### src/rtl/junction_phase_scheduler_if.sv
// junction_phase_scheduler_if: request/tick inputs and lamp/countdown outputs of the junction scheduler (preempt present under EMERG_PREEMPT_EN)
interface junction_phase_scheduler_if #(parameter int CNT_W = 5);
  logic tick;
  logic [3:0] req;
  logic [3:0] green;
  logic [3:0] yellow;
  logic [3:0] red;
  logic [1:0] phase;
  logic [CNT_W-1:0] countdown;
  logic [3:0] served;
`ifdef EMERG_PREEMPT_EN
  logic [3:0] preempt;
  modport master (output tick, req, preempt, input green, yellow, red, phase, countdown, served);
  modport slave (input tick, req, preempt, output green, yellow, red, phase, countdown, served);
`else
  modport master (output tick, req, input green, yellow, red, phase, countdown, served);
  modport slave (input tick, req, output green, yellow, red, phase, countdown, served);
`endif
endinterface

### src/rtl/junction_phase_scheduler.sv
// junction_phase_scheduler: demand-actuated round-robin 4-way phase scheduler, optional EMERG_PREEMPT_EN emergency preemption
module junction_phase_scheduler #(
  parameter int GREEN_MIN = 5,
  parameter int GREEN_MAX = 15,
  parameter int YELLOW_TIME = 2,
  parameter int ALLRED_TIME = 1,
  parameter int CNT_W = 5
) (
  input logic clk1,
  input logic reset,
  junction_phase_scheduler_if.slave bus
);
  localparam logic [1:0] S_GREEN = 2'd0;
  localparam logic [1:0] S_YELLOW = 2'd1;
  localparam logic [1:0] S_ALLRED = 2'd2;
  logic [1:0] state_q, state_d, phase_q, phase_d, rr_win, tgt, win;
  logic [CNT_W-1:0] cnt_q, cnt_d, el_q, el_d;
  logic [3:0] pend_q, pend_d, green_q, green_d, yellow_q, yellow_d, red_q, red_d, served_q, served_d, own;
  logic rr_found, pre_any, hold, cut, extend;
  assign own = 4'b0001 << phase_q;
`ifdef EMERG_PREEMPT_EN
  always_comb begin
    tgt = 2'd0;
    for (int i = 3; i >= 0; i--)
      if (bus.preempt[i]) tgt = i[1:0];
  end
  assign pre_any = |bus.preempt;
  assign hold = pre_any && tgt == phase_q;
  assign cut = pre_any && tgt != phase_q && el_q >= CNT_W'(GREEN_MIN);
`else
  assign tgt = 2'd0;
  assign pre_any = 1'b0;
  assign hold = 1'b0;
  assign cut = 1'b0;
`endif
  always_comb begin
    rr_found = 1'b0;
    rr_win = phase_q;
    for (int i = 1; i <= 4; i++)
      if (!rr_found && pend_q[phase_q + i[1:0]]) begin
        rr_found = 1'b1;
        rr_win = phase_q + i[1:0];
      end
  end
  assign extend = bus.req[phase_q] && (pend_q & ~own) == 4'd0 && el_q < CNT_W'(GREEN_MAX);
  assign win = pre_any ? tgt : rr_win;
  always_comb begin
    state_d = state_q;
    phase_d = phase_q;
    cnt_d = cnt_q;
    el_d = el_q;
    served_d = 4'd0;
    if (bus.tick) begin
      if (state_q == S_GREEN) begin
        el_d = &el_q ? el_q : el_q + 1'b1;
        if (cut || (cnt_q == '0 && !hold && !extend)) begin
          state_d = S_YELLOW;
          cnt_d = CNT_W'(YELLOW_TIME - 1);
        end else if (cnt_q != '0) cnt_d = cnt_q - 1'b1;
      end else if (cnt_q != '0) cnt_d = cnt_q - 1'b1;
      else if (state_q == S_YELLOW) begin
        state_d = S_ALLRED;
        cnt_d = CNT_W'(ALLRED_TIME - 1);
      end else if (pre_any || rr_found) begin
        state_d = S_GREEN;
        phase_d = win;
        cnt_d = CNT_W'(GREEN_MIN - 1);
        el_d = CNT_W'(1);
        served_d = 4'b0001 << win;
      end
    end
    pend_d = (pend_q | (bus.req & (state_q == S_GREEN ? ~own : 4'hF))) & ~served_d;
    green_d = state_d == S_GREEN ? 4'b0001 << phase_d : 4'd0;
    yellow_d = state_d == S_YELLOW ? 4'b0001 << phase_d : 4'd0;
    red_d = ~(green_d | yellow_d);
  end
  always_ff @(posedge clk1) begin
    if (reset) begin
      state_q <= S_ALLRED;
      phase_q <= 2'd3;
      cnt_q <= CNT_W'(ALLRED_TIME - 1);
      el_q <= '0;
      pend_q <= '0;
      green_q <= '0;
      yellow_q <= '0;
      red_q <= 4'hF;
      served_q <= '0;
    end else begin
      state_q <= state_d;
      phase_q <= phase_d;
      cnt_q <= cnt_d;
      el_q <= el_d;
      pend_q <= pend_d;
      green_q <= green_d;
      yellow_q <= yellow_d;
      red_q <= red_d;
      served_q <= served_d;
    end
  end
  assign bus.green = green_q;
  assign bus.yellow = yellow_q;
  assign bus.red = red_q;
  assign bus.phase = phase_q;
  assign bus.countdown = cnt_q;
  assign bus.served = served_q;
endmodule

### src/flat_wrapper.sv
// flat-port wrapper written by rule: the top's interface ports become plain ports
module junction_phase_scheduler_flat 
#(
  parameter int GREEN_MIN = 5,
  parameter int GREEN_MAX = 15,
  parameter int YELLOW_TIME = 2,
  parameter int ALLRED_TIME = 1,
  parameter int CNT_W = 5
)
  (clk1, reset, bus_tick, bus_req, bus_green, bus_yellow, bus_red, bus_phase, bus_countdown, bus_served);
  junction_phase_scheduler_if #(.CNT_W(CNT_W)) bus_i ();
  input logic clk1;
  input logic reset;
  input wire logic [$bits(bus_i.tick)-1:0] bus_tick;
  input wire logic [$bits(bus_i.req)-1:0] bus_req;
  output wire logic [$bits(bus_i.green)-1:0] bus_green;
  output wire logic [$bits(bus_i.yellow)-1:0] bus_yellow;
  output wire logic [$bits(bus_i.red)-1:0] bus_red;
  output wire logic [$bits(bus_i.phase)-1:0] bus_phase;
  output wire logic [$bits(bus_i.countdown)-1:0] bus_countdown;
  output wire logic [$bits(bus_i.served)-1:0] bus_served;
  assign bus_i.tick = bus_tick;
  assign bus_i.req = bus_req;
  assign bus_green = bus_i.green;
  assign bus_yellow = bus_i.yellow;
  assign bus_red = bus_i.red;
  assign bus_phase = bus_i.phase;
  assign bus_countdown = bus_i.countdown;
  assign bus_served = bus_i.served;
  junction_phase_scheduler #(.GREEN_MIN(GREEN_MIN), .GREEN_MAX(GREEN_MAX), .YELLOW_TIME(YELLOW_TIME), .ALLRED_TIME(ALLRED_TIME), .CNT_W(CNT_W)) u_core (.clk1(clk1), .reset(reset), .bus(bus_i));
endmodule
### config.mk
export PLATFORM = sky130hd
export DESIGN_NAME = junction_phase_scheduler_flat
export DESIGN_NICKNAME = d
export VERILOG_FILES = /design/src/rtl/junction_phase_scheduler_if.sv /design/src/rtl/junction_phase_scheduler.sv /design/src/flat_wrapper.sv
export SDC_FILE = /design/constraint.sdc
export NUM_CORES = 1
export LEC_CHECK = 0
export BUFFER_PORTS_ARGS = -buffer_cell sky130_fd_sc_hd__buf_2
export CAP_MARGIN = 10
export CELL_PAD_IN_SITES_DETAIL_PLACEMENT = 0
export CELL_PAD_IN_SITES_GLOBAL_PLACEMENT = 2
export CORE_MARGIN = 3
export CORE_UTILIZATION = 37
export DETAILED_ROUTE_END_ITERATION = 12
export PLACE_DENSITY_LB_ADDON = 0.25
export SETUP_SLACK_MARGIN = 0.15
export SYNTH_ARGS = -nofsm -noshare
export SYNTH_HDL_FRONTEND = slang
export SYNTH_SLANG_ARGS = --single-unit
### constraint.sdc
create_clock -name clk1 -period 6.8 [get_ports clk1]
set_input_delay 1.02 -clock clk1 [delete_from_list [all_inputs] [get_ports clk1]]
set_output_delay 1.02 -clock clk1 [all_outputs]
set_load 0.01 [all_outputs]
After elaboration in Yosys (flattened, before gate mapping)
Index checks and enable logic that the tools add are counted.
{"block": "word_totals", "regBits": 34, "latchBits": 0, "ram_bits": 0, "romBits": 0, "inputBits": 7, "out_inout_bits": 23, "wordCells": 104, "n_memories": 0}
{"block": "classes", "n_addsub": 5, "multipliers": 0, "n_div": 0, "magnitude_cmp": 5, "eq_ne": 6, "shift": 3, "muxes": 48, "n_bitwise": 8, "n_reduce_logical": 20}
{"op": "5-bit two-way mux", "n": 11}
{"op": "4-bit two-way mux", "n": 8}
{"op": "2-bit two-way mux", "n": 15}
{"op": "4-bit bitwise AND", "n": 3}
{"op": "2-bit by 3-bit less-than comparator with 1-bit output, second input constant", "n": 4}
{"op": "4-bit NOT", "n": 3}
{"op": "1-bit by 2-bit left shift with 4-bit output, first input constant", "n": 3}
{"op": "1-bit binary-select mux with 2-bit select", "n": 5}
{"op": "5-bit AND reduction", "n": 2}
{"op": "1-bit two-way mux", "n": 9}
{"op": "4-bit OR", "n": 2}
{"op": "1-bit logical AND", "n": 6}
{"op": "5-bit by 1-bit adder with 5-bit output, second input constant", "n": 1}
{"op": "5-bit zero test", "n": 1}
{"op": "5-bit by 4-bit less-than comparator with 1-bit output, second input constant", "n": 1}
{"op": "5-bit nonzero test", "n": 1}
{"op": "5-bit by 1-bit subtractor with 5-bit output, second input constant", "n": 1}
{"op": "2-bit adder, second input constant", "n": 2}
{"op": "2-bit by 1-bit == test with 1-bit output, second input constant", "n": 2}
{"op": "1-bit zero test", "n": 4}
{"op": "2-bit zero test", "n": 2}
{"op": "4-bit zero test", "n": 1}
{"op": "2-bit by 1-bit inequality test with 1-bit output, second input constant", "n": 2}
{"op": "4-bit nonzero test", "n": 1}
{"op": "other kinds (5)", "n": 5}

Logic depth before layout (Yosys ltp)
{"block": "logic_depth", "ltp_word": 22, "mapped_depth": 11}

Worst setup path after synthesis
OpenSTA, ideal clock, no wires.
{"block": "synth_timing", "kind": "in2reg", "start": "in bus_tick", "end": "reg u_core.phase_q[1] (netlist: u_core.bus.phase[1])", "arrival_time_ps": 2331, "required_time_ps": 6680, "slack_ps": 4349, "cell_stages": 6, "path_buffers": 1, "path_cell_list": "buf_2 -> and4b_1 -> and2_1 -> o21ai_1 -> mux2_4 -> or2_1"}
{"block": "synth_between", "elab_chain_len": 1}
{"element": "start: declaration", "line_no": "flat_wrapper.sv:14", "rtl": "input wire logic [$bits(bus_i.tick)-1:0] bus_tick;"}
{"element": "2-bit two-way mux", "line_no": "junction_phase_scheduler.sv:53", "rtl": "if (bus.tick) begin"}
{"element": "end signal: assignment", "line_no": "junction_phase_scheduler.sv:90", "rtl": "phase_q <= phase_d;"}
{"element": "end: declaration", "line_no": "junction_phase_scheduler.sv:16", "rtl": "logic [1:0] state_q, state_d, phase_q, phase_d, rr_win, tgt, win;"}
Every way passes these cells.
A chain may end at the register's enable or synchronous reset.

Worst setup path in the final report
{"block": "layout_timing", "start": "reg u_core.phase_q[0] (netlist: u_core.bus.phase[0])", "end": "reg u_core.green_q[3] (netlist: u_core.bus.green[3])"}
{"block": "layout_between", "elab_chain_len": 20, "elab_cells_between_ends": 49, "classes_between": "3 x add/sub; 2 x shift; 30 x mux; 2 x bitwise; 12 x reduce/logical"}
{"element": "2-bit by 1-bit adder with 2-bit output", "line_no": "junction_phase_scheduler.sv:40, junction_phase_scheduler.sv:42"}
{"element": "1-bit binary-select mux with 2-bit select", "line_no": "junction_phase_scheduler.sv:40", "rtl": "if (!rr_found && pend_q[phase_q + i[1:0]]) begin"}
{"element": "1-bit two-way mux (implied by the code)", "line_no": "junction_phase_scheduler.sv:40"}
{"element": "1-bit two-way mux", "line_no": "junction_phase_scheduler.sv:40"}
{"element": "1-bit zero test", "line_no": "junction_phase_scheduler.sv:40"}
{"element": "1-bit logical AND", "line_no": "junction_phase_scheduler.sv:40"}
{"element": "1-bit two-way mux", "line_no": "junction_phase_scheduler.sv:40"}
{"element": "1-bit zero test", "line_no": "junction_phase_scheduler.sv:40"}
{"element": "[... 4 more ...]"}
{"element": "2-bit two-way mux / 1-bit two-way mux (equally long branches)", "line_no": "junction_phase_scheduler.sv:40"}
{"element": "2-bit two-way mux", "line_no": "junction_phase_scheduler.sv:64", "rtl": "end else if (pre_any || rr_found) begin"}
{"element": "2-bit two-way mux", "line_no": "junction_phase_scheduler.sv:61", "rtl": "else if (state_q == S_YELLOW) begin"}
{"element": "2-bit two-way mux", "line_no": "junction_phase_scheduler.sv:60", "rtl": "end else if (cnt_q != '0) cnt_d = cnt_q - 1'b1;"}
{"element": "2-bit two-way mux", "line_no": "junction_phase_scheduler.sv:54", "rtl": "if (state_q == S_GREEN) begin"}
{"element": "2-bit two-way mux", "line_no": "junction_phase_scheduler.sv:53"}
{"element": "1-bit by 2-bit left shift with 4-bit output / 2-bit zero test (equally long branches)", "line_no": "junction_phase_scheduler.sv:73", "rtl": "green_d = state_d == S_GREEN ? 4'b0001 << phase_d : 4'd0;"}
{"element": "4-bit two-way mux *", "line_no": "junction_phase_scheduler.sv:73"}
{"element": "end signal: assignment", "line_no": "junction_phase_scheduler.sv:94", "rtl": "green_q <= green_d;"}
{"element": "end: declaration", "line_no": "junction_phase_scheduler.sv:18", "rtl": "logic [3:0] pend_q, pend_d, green_q, green_d, yellow_q, yellow_d, red_q, red_d, served_q, served_d, own;"}
Every way passes the cells marked *; elsewhere a longest branch is shown, timed or not. The select of a mux whose other input is x is not followed.

==> flow_metrics.py <==
metrics = {
    "power_and_ir_drop": {
        "static-leakage-power_nw": 0.929,
        "ir_drop_v": 0.000181,
        "p_total_w": 0.00106,
        "power_density_mw_per_mm2": 493,
    },
    "clock_network": {
        "cts_setup_buffers": 0,
        "h_tree_levels": 2,
        "cts_hold_buf": 0,
        "tritoncts": "done",
        "clock_insertion_delay_worst_skew_ns": 0.28,
        "worst_setup_hold_path_clk_slew_ns": 0.07,
        "cts.sink_count": 34,
        "cts-resized-gates": 0,
        "cts_root_buffer": "clkbuf_8",
        "cts-buffers-inserted": 5,
        "ctsLongestPathBuffers": 2,
    },
    "grt": {
        "grt.met3_usage_pct": 5.40,
        "gr-usage-met2_pct": 23.5,
        "met1_usage_pct": 17.1,
        "globalRoute.busiestLayer": "met2",
        "track_usage_pct": 14.4,
        "grt_overflow_total": 0,
        "grt_first_pass_wirelength_um": 6910,
        "number_of_global_route_vias_before_repair": 1492,
        "antenna_found_initial": 0,
        "maximum_number_of_pins_on_one_net_before_global_route_repair": 25,
    },
    "floorplan": {
        "ios": 30,
        "initial_core_util_pct": 39.0,
        "die_area_mm2": 0.00594,
        "core-area_mm2": 0.00479,
        "floorplan.rows": 25,
        "x_dimension_of_the_die_um": 77.1,
        "chipHeight_um": 77.1,
    },
    "min_path": {
        "hold_depth": 2,
        "hold_removal_path_class": "reg -> reg",
    },
    "place": {
        "hpwl_um": 3000,
        "numPortBuffers": 29,
        "dp_slack_ns": 3.64,
        "finalWeightedCongestion": 0.883,
    },
    "timing": {
        "layout_min_cycle_time_ns": 3.21,
        "timing.max_slew.rel_slack_pct": 48.7,
        "slew_at_the_pin_with_the_worst_max_slew_slack_ns": 0.768,
        "skew_ns": 0.0102,
        "whs_ns": 0.495,
        "period_share_pct": 47.2,
        "final_max_slew_viol_count": 0,
        "final_report_setup_violation_count": 0,
        "final-hold-violation-count": 0,
        "setup_tns_ns": 0,
        "fmax_ghz": 0.312,
        "grt_setup_unrepaired": "false",
        "final.setup.worst_slack_ns": 3.59,
    },
    "detailed_routing": {
        "detail_route.drc_violations": 0,
        "first_pass_iters": 4,
        "drt-total-wl_um": 4050,
        "dr_total_vias": 1552,
        "viasPerCell": 5.17,
        "routedWlPerCell_um": 13.5,
        "ant_nets": 0,
        "drtIter0Drc": 83,
    },
    "flow_run": {
        "drv_cap": 0,
    },
    "critical_path": {
        "arrival_ns": 3.37,
        "critical_path_buf_inv_count": 2,
        "cpPeakStageDelay_ns": 0.82,
        "cp_top_family": "compound AO/OA/AOI/OAI gates",
        "startpoint_kind_of_the_worst_setup_timing_path": "flip-flop",
        "crit_path_cell_trace": "inv_2, ha_1, inv_2, a221oi_2, o211ai_1, a21oi_2, nand3_4, xnor2_4, nor2_1",
        "cp_common_cell": "inv_2",
        "timing.setup.critical_path_class": "reg -> reg",
        "reg2regPathDepth": 9,
        "cp-end-kind": "flip-flop",
        "worst-path-max-fanout": 15,
        "crit_required_ns": 6.96,
        "critical-path-slowest-cell": "dfxtp_1",
        "cp_num_cells": 9,
    },
    "synth": {
        "yosys_most_used_dff": "dfxtp_1",
        "synth_most_common_cell": "dfxtp_1",
        "synthesis.area_mm2": 0.00187,
        "synth-seq-area-share_pct": 36.4,
        "synth-async-reset-ratio_pct": 0,
        "synth_enable_flop_cells": 0,
        "yosysWarningCount": 0,
        "cell_type_with_the_highest_aggregate_area_in_the_netlist": "dfxtp_1",
        "ys_seq_elements": 34,
        "number_of_nets_produced_by_synthesis": 218,
        "yosys.area.top_type_share_pct": 36.4,
        "syn-mean-instance-area_um2": 9.20,
        "synthCells": 203,
        "synth_cell_types": 57,
        "synthTopCellsByArea": "dfxtp_1 36%, ha_1 5.4%, nor2_1 4.6%",
        "synth_top_cells_by_count": "34 x dfxtp_1, 23 x nor2_1, 20 x nand2_1",
    },
    "status": {
        "status": "completed",
    },
    "layout": {
        "areaGrowthSynthToFinish_pct": 15.1,
        "final_layout_size_suffix_gt1_share_pct": 25.8,
        "antenna_cells": 0,
        "layout.nets": 247,
    },
}
per-stage QoR:
| stage | cells | instance area [um2] | utilization, % |
|---|---|---|---|
| final | 300 | 2150 | 44.9 |
| after global routing | 300 | 2150 | 44.9 |
| after detailed placement | 292 | 2060 | 43.0 |
| after global placement | 292 | 2060 | 43.0 |
| after CTS | 300 | 2150 | 44.9 |
| after floorplan | 203 | 1870 | - |
cell families (layout without fill, tap and decap cells):
kind of cell             Yosys count  count (layout)  share of synthesized area [%]
AND/OR/NAND/NOR                   82              82                           23.6
AO/OA/AOI/OAI                     44              44                           18.4
flip-flops                        34              34                           36.4
buffers and inverters             19              49                           4.69
multiplexers                      11              11                           7.17
adder cells (fa/ha/maj)            8               8                           5.36
XOR/XNOR                           5               5                           4.35
worst paths after layout:
kind,from,to,slack (ns)
max,u_core.bus.phase[0]$_SDFF_PP1_,u_core.bus.green[3]$_SDFF_PP0_,3.59
min,u_core.bus.countdown[1]$_SDFFE_PP0P_,u_core.bus.countdown[1]$_SDFFE_PP0P_,0.50
max reg2reg,u_core.bus.phase[0]$_SDFF_PP1_,u_core.bus.green[3]$_SDFF_PP0_,3.59
min reg2reg,u_core.bus.countdown[1]$_SDFFE_PP0P_,u_core.bus.countdown[1]$_SDFFE_PP0P_,0.50
metal layers:
metal  vias to the layer above  part of all wire (%)
li1                        780                     -
met1                       731                    46
met2                        39                    47
met3                         2                   7.0
met4                         0                  0.62
met5                         -                     0
worst min-delay path, stage by stage, from the launching register on:
cell,delay (ns)
dfxtp_1,0.32
nand3_1,0.07
a21oi_1,0.06
registers in the layout, summed over array words and instances, names as in the netlist:
signal and cells:
u_core.bus.countdown 5, u_core.bus.yellow 4, u_core.bus.served 4, u_core.bus.phase 2
u_core.el_q 5, u_core.bus.red 4, u_core.pend_q 4, u_core.bus.green 4
u_core.state_q 2
power by group:
| group | total (W) | internal (W) | switching (W) |
|---|---|---|---|
| clock network | 0.000151 | 0.0000816 | 0.0000691 |
| logic | 0.000602 | 0.000253 | 0.000349 |
| registers | 0.000307 | 0.000242 | 0.0000647 |
| total | 0.00106 | 0.000576 | 0.000483 |
placed cells by master, fill, tap and decap left out, types with 2 or more instances in the layout:
cell type,Yosys,final
a211oi_1,4,4
a21oi_1,8,8
a221oi_1,2,2
a221oi_2,2,2
a22oi_1,4,4
and3_1,4,4
buf_2,1,29
clkbuf_8,0,6
dfxtp_1,34,34
ha_1,8,8
inv_1,9,9
inv_2,2,2
mux2i_1,7,7
nand2_1,20,20
nand2b_1,3,3
nand2b_4,2,2
nand3_1,4,4
nand3b_1,2,2
nor2_1,23,23
nor2_2,4,4
nor2b_1,5,5
nor3_1,3,3
o211ai_1,3,3
o21ai_0,5,5
o21ai_1,2,2
o22ai_2,2,2
or3_1,3,3
xnor2_1,2,2
xnor2_4,2,2
layout make-up:
cell class              count  area (um2)
clock buffers               7        86.3
clock inverters             1        5.00
fillers                   468        2640
inverters                  11        41.3
multi-input cells         150        1100
flip-flops and latches     34         681
well taps                  67        83.8
repair buffers             30         153
(Power assumes the default switching activity.)
